<file path="config.mk">
export PLATFORM = sky130hd
export DESIGN_NAME = adder_arbiter
export DESIGN_NICKNAME = d
export VERILOG_FILES = /design/src/rtl/adder_arbiter.sv
export SDC_FILE = /design/constraint.sdc
export NUM_CORES = 1
export LEC_CHECK = 0
export CAP_MARGIN = 30
export CORE_AREA = 2 2 256 258
export CTS_CLUSTER_DIAMETER = 100
export DETAILED_ROUTE_END_ITERATION = 16
export DIE_AREA = 0 0 258 260
export PLACE_DENSITY = 0.51
export SYNTH_ARGS = -nofsm -noshare
export SYNTH_HDL_FRONTEND = slang
export SYNTH_SLANG_ARGS = --single-unit
</file>
<file path="constraint.sdc">
create_clock -name clk -period 33.1 [get_ports clk]
set_input_delay 3.31 -clock clk [delete_from_list [all_inputs] [get_ports clk]]
set_output_delay 3.31 -clock clk [all_outputs]
set_load 0.01 [all_outputs]
</file>
<file path="src/rtl/adder_arbiter.sv">
// adder_arbiter: round-robin front end for one shared add/sub datapath.
// One operation in flight; result returned on a valid/ready channel.
module adder_arbiter #(
  parameter int NUM_REQ = 4,
  parameter int WIDTH   = 64,
  parameter int IDW     = 2,
  parameter int CNTW    = 32
) (
  input  logic                     clk,
  input  logic                     rst_n,
  input  logic [NUM_REQ-1:0]       req_valid,
  output logic [NUM_REQ-1:0]       req_ready,
  input  logic [NUM_REQ*WIDTH-1:0] req_a,
  input  logic [NUM_REQ*WIDTH-1:0] req_b,
  input  logic [NUM_REQ-1:0]       req_sub,
  output logic                     rsp_valid,
  input  logic                     rsp_ready,
  output logic [IDW-1:0]           rsp_id,
  output logic [WIDTH-1:0]         rsp_sum,
  output logic                     rsp_ovf,
  output logic [CNTW-1:0]          op_count,
  output logic [CNTW-1:0]          ovf_count
);

  typedef enum logic [1:0] {
    IDLE,
    EXEC,
    RESP
  } state_e;

  typedef struct packed {
    logic [WIDTH-1:0] a;
    logic [WIDTH-1:0] b;
    logic             sub;
    logic [IDW-1:0]   id;
  } op_t;

  state_e           state_q;
  logic [IDW-1:0]   rr_ptr_q;
  op_t              op_q;
  logic             rsp_valid_q;
  logic [IDW-1:0]   rsp_id_q;
  logic [WIDTH-1:0] rsp_sum_q;
  logic             rsp_ovf_q;
  logic [CNTW-1:0]  op_cnt_q;
  logic [CNTW-1:0]  ovf_cnt_q;

  logic [IDW-1:0]   win_id;
  logic             win_vld;
  logic [IDW-1:0]   idx;
  logic [WIDTH-1:0] sel_a;
  logic [WIDTH-1:0] sel_b;

  // Scan from farthest to nearest so the entry after rr_ptr wins last.
  always_comb begin
    win_id  = '0;
    win_vld = 1'b0;
    idx     = '0;
    for (int k = NUM_REQ; k >= 1; k--) begin
      idx = IDW'((int'(rr_ptr_q) + k) % NUM_REQ);
      if (req_valid[idx]) begin
        win_id  = idx;
        win_vld = 1'b1;
      end
    end
  end

  always_comb begin
    req_ready = '0;
    if (state_q == IDLE && win_vld) begin
      req_ready[win_id] = 1'b1;
    end
  end

  assign sel_a = req_a[int'(win_id)*WIDTH +: WIDTH];
  assign sel_b = req_b[int'(win_id)*WIDTH +: WIDTH];

  logic [WIDTH-1:0] b_eff;
  logic [WIDTH-1:0] carry;
  logic [WIDTH-1:0] sum;
  logic             ovf;

  assign b_eff    = op_q.b ^ {WIDTH{op_q.sub}};
  assign carry[0] = op_q.sub;

  for (genvar i = 0; i < WIDTH; i++) begin : g_rc
    assign sum[i] = op_q.a[i] ^ b_eff[i] ^ carry[i];
    if (i < WIDTH-1) begin : g_c
      assign carry[i+1] = (op_q.a[i] & b_eff[i])
                        | (carry[i] & (op_q.a[i] ^ b_eff[i]));
    end
  end

  assign ovf = (op_q.a[WIDTH-1] == b_eff[WIDTH-1])
            && (sum[WIDTH-1] != op_q.a[WIDTH-1]);

  always_ff @(posedge clk or negedge rst_n) begin
    if (!rst_n) begin
      state_q     <= IDLE;
      rr_ptr_q    <= IDW'(NUM_REQ-1);
      op_q        <= '0;
      rsp_valid_q <= 1'b0;
      rsp_id_q    <= '0;
      rsp_sum_q   <= '0;
      rsp_ovf_q   <= 1'b0;
      op_cnt_q    <= '0;
      ovf_cnt_q   <= '0;
    end else begin
      unique case (state_q)
        IDLE: begin
          if (win_vld) begin
            op_q.a   <= sel_a;
            op_q.b   <= sel_b;
            op_q.sub <= req_sub[win_id];
            op_q.id  <= win_id;
            state_q  <= EXEC;
          end
        end
        EXEC: begin
          rsp_sum_q   <= sum;
          rsp_ovf_q   <= ovf;
          rsp_id_q    <= op_q.id;
          rsp_valid_q <= 1'b1;
          state_q     <= RESP;
        end
        RESP: begin
          if (rsp_ready) begin
            rsp_valid_q <= 1'b0;
            rr_ptr_q    <= rsp_id_q;
            op_cnt_q    <= op_cnt_q + 1'b1;
            ovf_cnt_q   <= ovf_cnt_q + CNTW'(rsp_ovf_q);
            state_q     <= IDLE;
          end
        end
        default: state_q <= IDLE;
      endcase
    end
  end

  assign rsp_valid = rsp_valid_q;
  assign rsp_id    = rsp_id_q;
  assign rsp_sum   = rsp_sum_q;
  assign rsp_ovf   = rsp_ovf_q;
  assign op_count  = op_cnt_q;
  assign ovf_count = ovf_cnt_q;

endmodule

</file>
# ---- Yosys cells after proc, flatten, opt, wreduce, memory -nomap -nowiden
# Cells that the tools add are included.
dict set report classes {
  addsub 6
  multipliers 0
  div 0
  magnitude_cmp 6
  eq_ne 6
  shifts 2
  mux 26
  bitwise_logic 318
  n_reduce_logical 9
}
# op n
set ops {}
lappend ops {{256-bit by 9-bit variable part select with 64-bit output} 2}
lappend ops {{1-bit bitwise XOR} 128}
lappend ops {{1-bit AND} 126}
lappend ops {{64-bit bitwise XOR} 1}
lappend ops {{1-bit bitwise OR} 63}
lappend ops {{32-bit by 1-bit adder with 32-bit output} 1}
lappend ops {{32-bit by 1-bit adder with 32-bit output, second input constant} 1}
lappend ops {{2-bit by 3-bit < comparator with 1-bit output, second input constant} 5}
lappend ops {{2-bit two-way mux} 6}
lappend ops {{1-bit two-way mux} 11}
lappend ops {{1-bit binary-select mux with 2-bit select} 5}
lappend ops {{2-bit AND reduction} 4}
lappend ops {{2-bit case mux with 3 select lines} 1}
lappend ops {{2-bit by 1-bit adder with 2-bit output, second input constant} 2}
lappend ops {{2-bit adder, second input constant} 2}
lappend ops {{4-bit two-way mux} 1}
lappend ops {{2-bit inequality test, second input constant} 2}
lappend ops {{1-bit logical AND} 3}
lappend ops {{1-bit demux with 2-bit select} 1}
lappend ops {{2-bit by 1-bit == test with 1-bit output, second input constant} 1}
lappend ops {{2-bit == test, second input constant} 1}
lappend ops {{2-bit by 1-bit >= comparator with 1-bit output, second input constant} 1}
lappend ops {{2-bit zero test} 1}
lappend ops {{1-bit case mux with 2 select lines} 1}
lappend ops {{other kinds (3)} 3}
dict set report word_totals {
  ff_bits 267
  latch_bits 0
  ram_bits 0
  mem_bits_ro 0
  in_bits 523
  out_inout_bits 136
  n_memories 0
}

# ---- Depth between registers and ports, before layout
# Gate-level depths: netlist (run 1).
dict set report logic_depth {
  depth_word 131
  mapped_depth 70
}

# ---- Worst setup path before layout (run 1)
# No wires, ideal clock.
dict set report synth_timing {
  kind {register -> register}
  start {reg op_q (netlist bit carry[0])}
  end {reg rsp_sum_q[63] (netlist: rsp_sum[63])}
  setup_time_ps 136
  arrival_time_ps 25041
  slack_ps 7923
  stages_incl_launch_ff 71
  n_path_buf 2
  synth_period_minus_slack_ps 25177
  path_cell_list {dfrtp_1 -> clkbuf_1 -> buf_1 -> mux2i_1 -> fa_1 -> fa_1 -> fa_1 -> fa_1 -> fa_1 -> fa_1 -> fa_1 -> fa_1 -> fa_1 -> fa_1 -> inv_1 -> fa_1 -> inv_1 -> fa_1 -> [35 not listed] -> fa_1 -> fa_1 -> fa_1 -> fa_1 -> fa_1 -> fa_1 -> fa_1 -> fa_1 -> fa_1 -> fa_1 -> fa_1 -> fa_1 -> fa_1 -> fa_1 -> fa_1 -> xnor2_1 -> xnor2_1 -> o21ai_0}
}
dict set report synth_via {
  elab_chain_len 129
  word_cells_on_any_way 255
}
# element line_no
set synth_rtl {}
lappend synth_rtl {{start, declared} 40} ;# op_t op_q;
lappend synth_rtl {{64-bit bitwise XOR} 83} ;# assign b_eff = op_q.b ^ {WIDTH{op_q.sub}};
lappend synth_rtl {{1-bit bitwise XOR} 90} ;# | (carry[i] & (op_q.a[i] ^ b_eff[i]));
lappend synth_rtl {{1-bit AND} 90}
lappend synth_rtl {{1-bit bitwise OR} 90}
lappend synth_rtl {{1-bit AND} 90}
lappend synth_rtl {{1-bit bitwise OR} 90}
lappend synth_rtl {{1-bit AND} 90}
lappend synth_rtl {{1-bit bitwise OR} 90}
lappend synth_rtl {{[113 not listed]} n/a}
lappend synth_rtl {{1-bit bitwise OR} 90}
lappend synth_rtl {{1-bit AND} 90}
lappend synth_rtl {{1-bit bitwise OR} 90}
lappend synth_rtl {{1-bit AND} 90}
lappend synth_rtl {{1-bit bitwise OR} 90}
lappend synth_rtl {{1-bit AND} 90}
lappend synth_rtl {{1-bit bitwise OR} 90}
lappend synth_rtl {{1-bit bitwise XOR *} 87} ;# assign sum[i] = op_q.a[i] ^ b_eff[i] ^ carry[i];
lappend synth_rtl {{end signal, assigned} 120} ;# rsp_sum_q <= sum;
lappend synth_rtl {{end, declared} 43} ;# logic [WIDTH-1:0] rsp_sum_q;
# Every way passes the cells marked *; elsewhere a longest branch is shown, timed or not.
# A chain may end at the register's enable or synchronous reset.

# ---- Worst setup path after layout (run 1)
# Same ends and word-level chain as after synthesis.

==> results of run 1 <==
==> layout make-up <==
cell class                 count  area (um^2)  share of cell area, %
multi-input combinational    987         8030                   33.5
timing repair buffer         672         6770                   28.2
sequential                   267         6690                   27.9
tap                          855         1070                   4.46
clock buffer                  53         1030                   4.31
inverter                      70          265                   1.11
clock inverter                10          128                  0.532
antenna                        2         5.00                 0.0209
==> registers in the layout, indices dropped and copies added (netlist names) <==
name	cells
rsp_id	2
op_q	130
rr_ptr_q	2
carry	1
rsp_sum	64
ovf_count	32
op_count	32
rsp_valid	1
rsp_ovf	1
state_q	2
==> path summary, 6_finish.rpt <==
kind	startpoint	end	slack [ps]	depth (start not counted)
worst max-delay path	carry[0]	rsp_sum[63]	6890	68
max in group asynchronous	rst_n	rsp_sum[43]	28590	4
worst min register to register	rsp_sum[48]	rsp_sum[48]	470	2
min in group asynchronous	rst_n	ovf_count[31]	2690	1
worst min-delay path	rsp_sum[48]	rsp_sum[48]	470	2
worst max register to register	carry[0]	rsp_sum[63]	6890	68
==> metal layers <==
| layer | vias to the layer above | GRT usage [%] |
|---|---|---|
| li1 | 6232 | - |
| met1 | 6343 | 20.2 |
| met2 | 412 | 30.1 |
| met3 | 58 | 3.49 |
| met4 | 0 | 4.05 |
| met5 | - | 0 |
==> critical path, delay by kind of cell (launching register included) <==
| family | cells | cell delay [ps] |
|---|---|---|
| DFF | 1 | 630 |
| xor gates and xnor gates | 3 | 520 |
| adders and majority gates | 62 | 24710 |
| AOI/OAI and AO/OA | 1 | 80 |
| buffers and inverters | 2 | 120 |
==> through the flow <==
stage,util [%],worst slack (ps),instances
5_1_grt,37.4,6000,2915
2_1_floorplan,-,7920,1425
3_5_place_dp,35.5,6920,2848
3_3_place_gp,35.5,7110,2848
6_report,37.4,6890,2916
4_1_cts,37.3,6820,2911
==> logic make-up after synthesis <==
kind of cell,count (synthesis),share of synthesized area (%)
AND/OR/NAND/NOR,328,9.21
flip-flops,267,42.8
multiplexers,263,16.9
AO/OA/AOI/OAI,204,9.75
buffers and inverters,171,6.09
XOR/XNOR,127,7.12
adder cells (fa/ha/maj),65,8.18
==> layout by cell type (no fill, tap or decap), types with 4 or more instances in the layout <==
| cell type | n |
|---|---|
| nand2_1 | 239 |
| dfrtp_1 | 264 |
| nand3_1 | 19 |
| mux2i_1 | 260 |
| nor2_1 | 15 |
| and4_1 | 9 |
| xnor2_1 | 118 |
| clkbuf_8 | 9 |
| clkbuf_1 | 9 |
| inv_1 | 69 |
| clkbuf_16 | 35 |
| and3_1 | 13 |
| o21ai_0 | 68 |
| nand4_1 | 16 |
| o221ai_1 | 129 |
| xor2_1 | 9 |
| buf_4 | 10 |
| clkinv_2 | 4 |
| clkdlybuf4s50_1 | 657 |
| fa_1 | 62 |
==> power breakdown <==
group	switching, mW	total [mW]	internal (mW)
clock	0.151	0.383	0.232
combinational	0.570	1.06	0.489
sequential	0.0901	0.552	0.462
==> summary.md, run 1 <==
| Metric | Value |
|---|---|
| Placed cell area | between 0.02 and 0.025 mm^2 |
| Clk_skew | between 15 and 20 ps |
| Routed length on met1 | about 23,000 um |
| Max-cap violations | 0 |
| Nets@finish | 2,621 |
| Post-Route WL | ~58,000 um |
| CTS hold repair buffers | 0 |
| Crit path capture type | register |
| Area growth, synth to finish | 53.5% |
| Initial antenna violation count | 4 |
| GRT Resource Usage Total | between 10% and 20% |
| Gate Count Post-Synth | ~1,400 |
| Antenna Nets Post-Route | 0 |
| FMAX | roughly 38 MHz |
| First-pass GRT wire length | 85,100 um |
| Row count | 93 |
| WHS | approximately 470 ps |
| Post-CTS Setup Bufs | 0 |
| Top cell type's share of synthesized area | approximately 42% |
| Cell area after synthesis | ~0.016 mm^2 |
| Vias per inst | 4.47 |
| Routed wl met3 | approximately 3300 um |
| Seq cells post-synth | around 270 |
| EDFF count, synth | 0 |
| RSZ-0062 raised after global routing | false |
| Most used cell, CP | fa_1 |
| IO Count | between 600 and 700 |
| CTS Sinks | about 270 |
| Post-route minimum period | roughly 26,000 ps |
| Worst-skew pair later-pin latency | between 500 and 600 ps |
| Fraction of final layout cells with drive strength greater than 1 | between 4 and 5% |
| Tightest Pin Transition | approximately 920 ps |
| Post-synth top area cell | dfrtp_1 |
| Status | completed |
| Critical path's slowest cell | dfrtp_4 |
| CTS Root Cell | clkbuf_16 |
| Clk buf depth | 3 |
| Width of the die | between 200 and 300 um |
| Commonest cells post-synth | dfrtp_1 (265), mux2i_1 (260), nand2_1 (239), o221ai_1 (129), xnor2_1 (118) |
| Slew HR | between 30% and 40% |
| Critical setup path kind | register to register |
| WP data required | 33,490 ps |
| Ys async rst share | between 90% and 100% |
| IO buf count | roughly 660 |
| Min-Delay Path Class | register to register |
| Die Ht | approximately 260 um |
| WL per Instance | just under 20 um |
| Final Max Tran Viols | 0 |
| DR WL met2 | between 20,000 and 30,000 um |
| Starting density of the core | roughly a quarter |
| Critical path arrival | roughly 27,000 ps |
| Max VDD drop | around 48 uV |
| GR Overflow Total | 0 |
| Fin Setup TNS | 0 ps |
| DRC viols | 0 |
| GPL Wtd Cong | about 0.8 |
| CP max stage delay | 630 ps |
| Top layer in use | met4 |
| Seq/Total Area, Yosys | between 40% and 50% |
| Synth unique cells | 41 |
| Worst-path fanout max | 20 |
| Top_reg_cell synth | dfrtp_1 |
| Synth Warn # | 0 |
| Vias in the first global route | between 10,000 and 15,000 |
| Area of the core | between 0.06 and 0.07 mm^2 |
| Most common cell in the synthesized netlist | dfrtp_1 |
| Area contributors post-synth | dfrtp_1 (42%), mux2i_1 (17%), fa_1 (7.9%), o221ai_1 (7.2%), xnor2_1 (6.6%) |
| Setup Viol. Count Final | 0 |
| Mapped Nets | between 2,000 and 2,500 |
| Largest net degree at the start of global routing | 98 |
| H-tree levels | 2 |
| Tcrit/Tclk final | between 70% and 80% |
| Final instance area | 0.0240 mm^2 |
| Drt first pass iters | 4 |
| P_leak | slightly above 10 nW |
| Setup crit start kind | register |
| Pwr Total | 1.99 mW |
| Cts repair resizes | 0 |
| Final hold viol count | 0 |
| DP HPWL | roughly 45,000 um |
| Via Count | approximately 13,000 |
| CTS tree | done |
| Total CTS buffers | 35 |
| Drt initial violations | ~420 |
| Die Area | between 0.06 and 0.07 mm^2 |
| Clock Pin Slew Worst Setup and Hold Paths | approximately 60 ps |
| PwrDens | 83.1 mW/mm^2 |
| # fillers | ~6,300 |
| Synthesized area per cell | around 11 um^2 |
Power figures use the tool's default switching activity.
==> run 2: changes to the inputs <==
--- a/config.mk
+++ b/config.mk
@@ -10,7 +10,7 @@
 export CTS_CLUSTER_DIAMETER = 100
 export DETAILED_ROUTE_END_ITERATION = 16
 export DIE_AREA = 0 0 258 260
-export PLACE_DENSITY = 0.51
+export PLACE_DENSITY = 0.53
 export SYNTH_ARGS = -nofsm -noshare
 export SYNTH_HDL_FRONTEND = slang
 export SYNTH_SLANG_ARGS = --single-unit
==> constraint.sdc (replaced) <==
create_clock -name clk -period 21.6 [get_ports clk]
set_input_delay 2.16 -clock clk [delete_from_list [all_inputs] [get_ports clk]]
set_output_delay 2.16 -clock clk [all_outputs]
set_load 0.01 [all_outputs]
==> summary.md, run 2 (same netlist as run 1, synthesis figures left out) <==
| Metric | Value |
|---|---|
| Status | finished, violations left |
| Failing checks | negative setup slack |
| End of the critical path | rsp_sum[63] |
| Nets@finish | 2,620 |
| Slew HR | 34.9% |
| Area of the core | 0.0641 mm^2 |
| Biggest register | op_q |
| Final Max Tran Viols | 0 |
| WL per Instance | between 15 and 20 um |
| Reg-to-reg slack, setup | -1320 ps |
| Cell Count, Final, Fillers Out | slightly below 3,000 |
| Internal power | 1.85 mW |
| Cell family with most CP delay | adder cells |
| Critical path's slowest cell | dfrtp_4 |
| H-tree levels | 2 |
| Placed insts | 2,850 |
| Setup crit start kind | register |
| Clock Pin Slew Worst Setup and Hold Paths | 60 ps |
| Commonest non-fill, non-tap cell in the layout | clkdlybuf4s50_1 |
| Sw frac | 40.4% |
| CTS Root Cell | clkbuf_16 |
| CTS tree | done |
| Sequential share of power | between 20% and 30% |
| Post-Route WL | between 50,000 and 60,000 um |
| Area growth, synth to finish | 54.3% |
| FF-to-FF Start | carry[0] |
| Fin Setup TNS | -5090 ps |
| Min-Delay Path Class | register to register |
| P_leak | slightly above 10 nW |
| Total CTS buffers | 35 |
| IO buf count | ~660 |
| DRC viols | 0 |
| Combinational Power Share | 54.2% |
| Vias per inst | approximately 4.5 |
| Starting density of the core | roughly 24% |
| Die Area | 0.0671 mm^2 |
| Largest net degree at the start of global routing | roughly 150 |
| Critical path arrival | 23,320 ps |
| First-pass GRT wire length | between 80,000 and 90,000 um |
| Drt first pass iters | 5 |
| Drt initial violations | 533 |
| WP data required | 22,000 ps |
| Die Ht | about 260 um |
| CP Depth | a little under 70 |
| Crit path capture type | register |
| CP max stage delay | approximately 500 ps |
| Finished Core Util | a little under two fifths |
| Max-cap violations | 0 |
| DP HPWL | between 40,000 and 50,000 um |
| Most frequent cells in the layout | clkdlybuf4s50_1 (657), dfrtp_1 (264), mux2i_1 (260) |
| Max FFs per register | between 100 and 150 |
| R2R depth | 68 |
| Fraction of final layout cells with drive strength greater than 1 | roughly 7.3% |
| Width of the die | 258 um |
| Max VDD drop | between 50 and 60 uV |
| Crit. Startpoint | carry[0] |
| Critical setup path kind | register to register |
| Row count | 93 |
| Most used cell, CP | fa_2 |
| Clk buf depth | 3 |
| Clk_skew | roughly 17 ps |
| Switch Pwr | 1.26 mW |
| Clock Power Share | a little under a fifth |
| CTS Sinks | between 200 and 300 |
| Tcrit/Tclk final | 106% |
| IO Count | 659 |
| Dpl ws | -1390 ps |
| GPL Wtd Cong | roughly 0.80 |
| PwrDens | ~130 mW/mm^2 |
| RSZ-0062 raised after global routing | true |
| Worst setup margin | -1320 ps |
| Via Count | 13,006 |
| Antenna Nets Post-Route | 0 |
| Setup Viol. Count Final | 6 |
| GRT Resource Usage Total | between 10% and 20% |
| FMAX | between 40 and 50 MHz |
| Worst-path fanout max | 4 |
| Worst-skew pair later-pin latency | roughly 540 ps |
| Initial antenna violation count | 8 |
| R2R Path End | rsp_sum[63] |
| # fillers | ~6,300 |
| Vias in the first global route | about 14,000 |
| GR Overflow Total | 0 |
| Crit path buf inv count | 2 |
| Post-route minimum period | roughly 23,000 ps |
| Tightest Pin Transition | 976 ps |
| Final hold viol count | 0 |
==> run 2: cell type report <==
| class | instances | area, um^2 | area share, % |
|---|---|---|---|
| Inverter | 70 | 265 | 1.10 |
| Timing Repair Buffer | 671 | 6710 | 27.9 |
| Multi-Input combinational cell | 987 | 8210 | 34.0 |
| Sequential cell | 267 | 6690 | 27.7 |
| Antenna cell | 3 | 7.51 | 0.0311 |
| Clock buffer | 51 | 1040 | 4.30 |
| Tap cell | 855 | 1070 | 4.44 |
| Clock inverter | 9 | 116 | 0.483 |
==> run 2: worst min path at each step <==
stage / startpoint / to / slack [ps] / depth (start not counted)
6_report: op_count[31] / op_count[31] / 470 / 1
5_1_grt: ovf_count[31] / ovf_count[31] / 490 / 1
4_1_cts: op_q[1] / op_q[1] / 470 / 2
3_5_place_dp: op_q[1] / op_q[1] / 460 / 2
3_3_place_gp: op_q[1] / op_q[1] / 460 / 2
2_1_floorplan: op_q[1] / op_q[1] / 440 / 2
==> run 2: timing repair <==
item / in CTS / in global routing
cloned: 0 / 0
setup endpoints to repair: 6 / 7
buffers inserted: 0 / 0
hold buffers: 0 / 0
resized for setup: 1 / 3
pin swaps: 1 / 0
==> run 2: routing by layer <==
layer	vias up	track usage (%)	routed length, um
met5	-	0	42
met3	81	3.82	3710
li1	6234	-	-
met1	6246	20.1	22900
met2	439	29.0	28800
met4	6	4.82	1420
==> run 2: through the flow <==
| stage | instance area, um^2 | power, mW | hold WS (ps) |
|---|---|---|---|
| final | 24100 | 3.11 | 469 |
| after detailed placement | 22900 | 2.58 | 460 |
| after CTS | 24100 | 3.19 | 474 |
| after floorplan | 15800 | 1.97 | 443 |
| after global placement | 22900 | 2.54 | 456 |
| after global routing | 24100 | 3.42 | 494 |
==> run 2: power by group through the flow <==
| stage | sequential, mW | clock [mW] | combinational, mW |
|---|---|---|---|
| after floorplan | 0.841 | 0 | 1.13 |
| after global placement | 0.842 | 0 | 1.70 |
| after detailed placement | 0.851 | 0 | 1.73 |
| after CTS | 0.844 | 0.610 | 1.73 |
| after global routing | 0.866 | 0.629 | 1.93 |
| final | 0.840 | 0.586 | 1.69 |
==> run 3: changes to the inputs <==
--- a/config.mk
+++ b/config.mk
@@ -6,11 +6,11 @@
 export NUM_CORES = 1
 export LEC_CHECK = 0
 export CAP_MARGIN = 30
-export CORE_AREA = 2 2 256 258
+export CORE_AREA = 2 2 257 259
 export CTS_CLUSTER_DIAMETER = 100
 export DETAILED_ROUTE_END_ITERATION = 16
-export DIE_AREA = 0 0 258 260
-export PLACE_DENSITY = 0.53
+export DIE_AREA = 0 0 259 261
+export PLACE_DENSITY = 0.52
 export SYNTH_ARGS = -nofsm -noshare
 export SYNTH_HDL_FRONTEND = slang
 export SYNTH_SLANG_ARGS = --single-unit
==> summary.md, run 3 (same netlist as run 1, synthesis figures left out) <==
| Metric | Value |
|---|---|
| Status | finished, violations left |
| Failing checks | negative setup slack |
| H-tree levels | 1 |
| Crit path capture type | register |
| Slew HR | 34.3% |
| DP HPWL | between 40,000 and 50,000 um |
| WL per Instance | between 15 and 20 um |
| Final instance area | approximately 0.024 mm^2 |
| CP max stage delay | slightly above 500 ps |
| Worst-path fanout max | 3 |
| P_leak | 10.3 nW |
| Setup crit start kind | register |
| Hold Path Depth | 1 |
| Pwr Total | a little over 3 mW |
| IO Count | around 660 |
| WP data required | approximately 22,000 ps |
| Setup Viol. Count Final | 6 |
| Area of the core | ~0.065 mm^2 |
| Hold_sp | op_count[31] |
| Antenna Nets Post-Route | 0 |
| First-pass GRT wire length | approximately 84,000 um |
| Max FFs per register | between 100 and 150 |
| Worst-skew pair later-pin latency | just under 600 ps |
| GR Overflow Total | 0 |
| Area growth, synth to finish | 54.3% |
| Tcrit/Tclk final | 106% |
| FMAX | 43.6 MHz |
| Fraction of final layout cells with drive strength greater than 1 | roughly 7.5% |
| Worst setup margin | -1340 ps |
| IO buf count | roughly 660 |
| Max VDD drop | 79.8 uV |
| Critical setup path kind | register to register |
| Most frequent cells in the layout | clkdlybuf4s50_1 (657), dfrtp_1 (264), mux2i_1 (260) |
| Reg-to-reg slack, setup | -1340 ps |
| Cell Count, Final, Fillers Out | about 2,900 |
| Fin Setup TNS | -5260 ps |
| Width of the die | around 260 um |
| FF-to-FF Start | carry[0] |
| Critical path's slowest cell | dfrtp_4 |
| Final hold viol count | 0 |
| Drt first pass iters | 5 |
| Min-Delay Path Class | register to register |
| Post-route minimum period | 22,940 ps |
| Largest net degree at the start of global routing | between 100 and 150 |
| Multi-input gate area | just over 0.008 mm^2 |
| CTS Sinks | approximately 270 |
| Tightest Pin Transition | between 900 and 1000 ps |
| Drt initial violations | 571 |
| Placed cell area | approximately 0.023 mm^2 |
| Placed insts | about 2,900 |
| PwrDens | ~130 mW/mm^2 |
| Dpl ws | -1430 ps |
| # fillers | 6,407 |
| RSZ-0062 raised after global routing | true |
| Vias per inst | approximately 4.5 |
| GPL Wtd Cong | around 0.80 |
| Commonest non-fill, non-tap cell in the layout | clkdlybuf4s50_1 |
| DRC viols | 0 |
| Critical path arrival | between 20,000 and 25,000 ps |
| Starting density of the core | around a quarter |
| Biggest register | op_q |
| R2R depth | between 60 and 70 |
| Row count | 94 |
| Clk_skew | between 10 and 15 ps |
| Worst Hold End | op_count[31] |
| Post-Route WL | approximately 57,000 um |
| Final Max Tran Viols | 0 |
| CTS hold repair buffers | 0 |
| Clock Pin Slew Worst Setup and Hold Paths | around 60 ps |
| Nets@finish | 2,623 |
| Clk buf depth | 3 |
| Die Area | a little under 0.07 mm^2 |
| Via Count | between 10,000 and 15,000 |
| Most used cell, CP | fa_2 |
| R2R Path End | rsp_sum[63] |
| Die Ht | 261 um |
| CTS tree | done |
| Total CTS buffers | 31 |
| Vias in the first global route | between 10,000 and 15,000 |
| Max-cap violations | 0 |
| GRT Resource Usage Total | about 16% |
| Initial antenna violation count | 4 |
| Register area | 0.00669 mm^2 |
| CTS Root Cell | clkbuf_16 |
## run 3: cell types whose count changed in the layout (fill, tap and decap cells not counted), moves of 2 or more
| cell | delta |
|---|---|
| buf_4 | +6 |
| clkbuf_8 | -4 |
| inv_6 | -2 |
| buf_16 | +2 |
| clkinv_2 | +6 |
| clkbuf_16 | -5 |
| bufinv_16 | +2 |
## run 3: critical path, delay by kind of cell (launching register included)
family	cells	cell delay (ps)
xor+xnor	3	460
buf+inv	2	100
flops	1	510
fa+ha+maj	62	21670
compound gates	1	70
## run 3: area by class of cell
class                           instances  area share, %
Tap cell                              864           4.48
Clock inverter                         16          0.836
Inverter                               70           1.10
Clock buffer                           42           3.56
Multi-Input combinational cell        987           34.1
Timing Repair Buffer                  678           28.2
Sequential cell                       267           27.7
Antenna cell                            4         0.0415
## run 3: where the power goes
part           total, mW  leakage [nW]  switching (mW)  internal, mW
clock              0.549         0.525           0.223         0.326
sequential         0.837          3.38           0.128         0.708
combinational       1.71          6.42           0.916         0.796
total               3.10          10.3            1.27          1.83
## run 3: metal layers
metal / track usage [%] / vias up / wire length, um / part of all wire, %
met2: 28.5 / 401 / 29100 / 51
met1: 20.8 / 6339 / 24100 / 42
met5: 0 / - / 0 / 0
met3: 2.73 / 57 / 2880 / 5.0
li1: - / 6238 / - / -
met4: 3.87 / 0 / 1370 / 2.4
## run 3: stage by stage
stage | hold slack [ps] | util [%]
detailed placement | 467 | 35.3
CTS | 475 | 37.0
floorplan | 443 | -
global placement | 457 | 35.3
global route | 501 | 37.1
finish | 472 | 37.1
## run 3: worst max-delay path by stage
| stage | depth (start not counted) | slack [ps] | to | start |
|---|---|---|---|---|
| global placement | 68 | -1310 | rsp_sum[63] | carry[0] |
| floorplan | 70 | -750 | rsp_sum[63] | carry[0] |
| detailed placement | 68 | -1430 | rsp_sum[63] | carry[0] |
| global route | 68 | -1860 | rsp_sum[63] | carry[0] |
| finish | 68 | -1340 | rsp_sum[63] | carry[0] |
| CTS | 68 | -1420 | rsp_sum[63] | carry[0] |
## run 3: timing repair
| action | CTS | global route |
|---|---|---|
| pin swaps | 2 | 1 |
| gates cloned | 0 | 0 |
| gates resized for setup | 1 | 3 |
| hold endpoints to repair | 0 | 0 |
| setup endpoints to repair | 6 | 7 |
| buffers inserted | 1 | 0 |
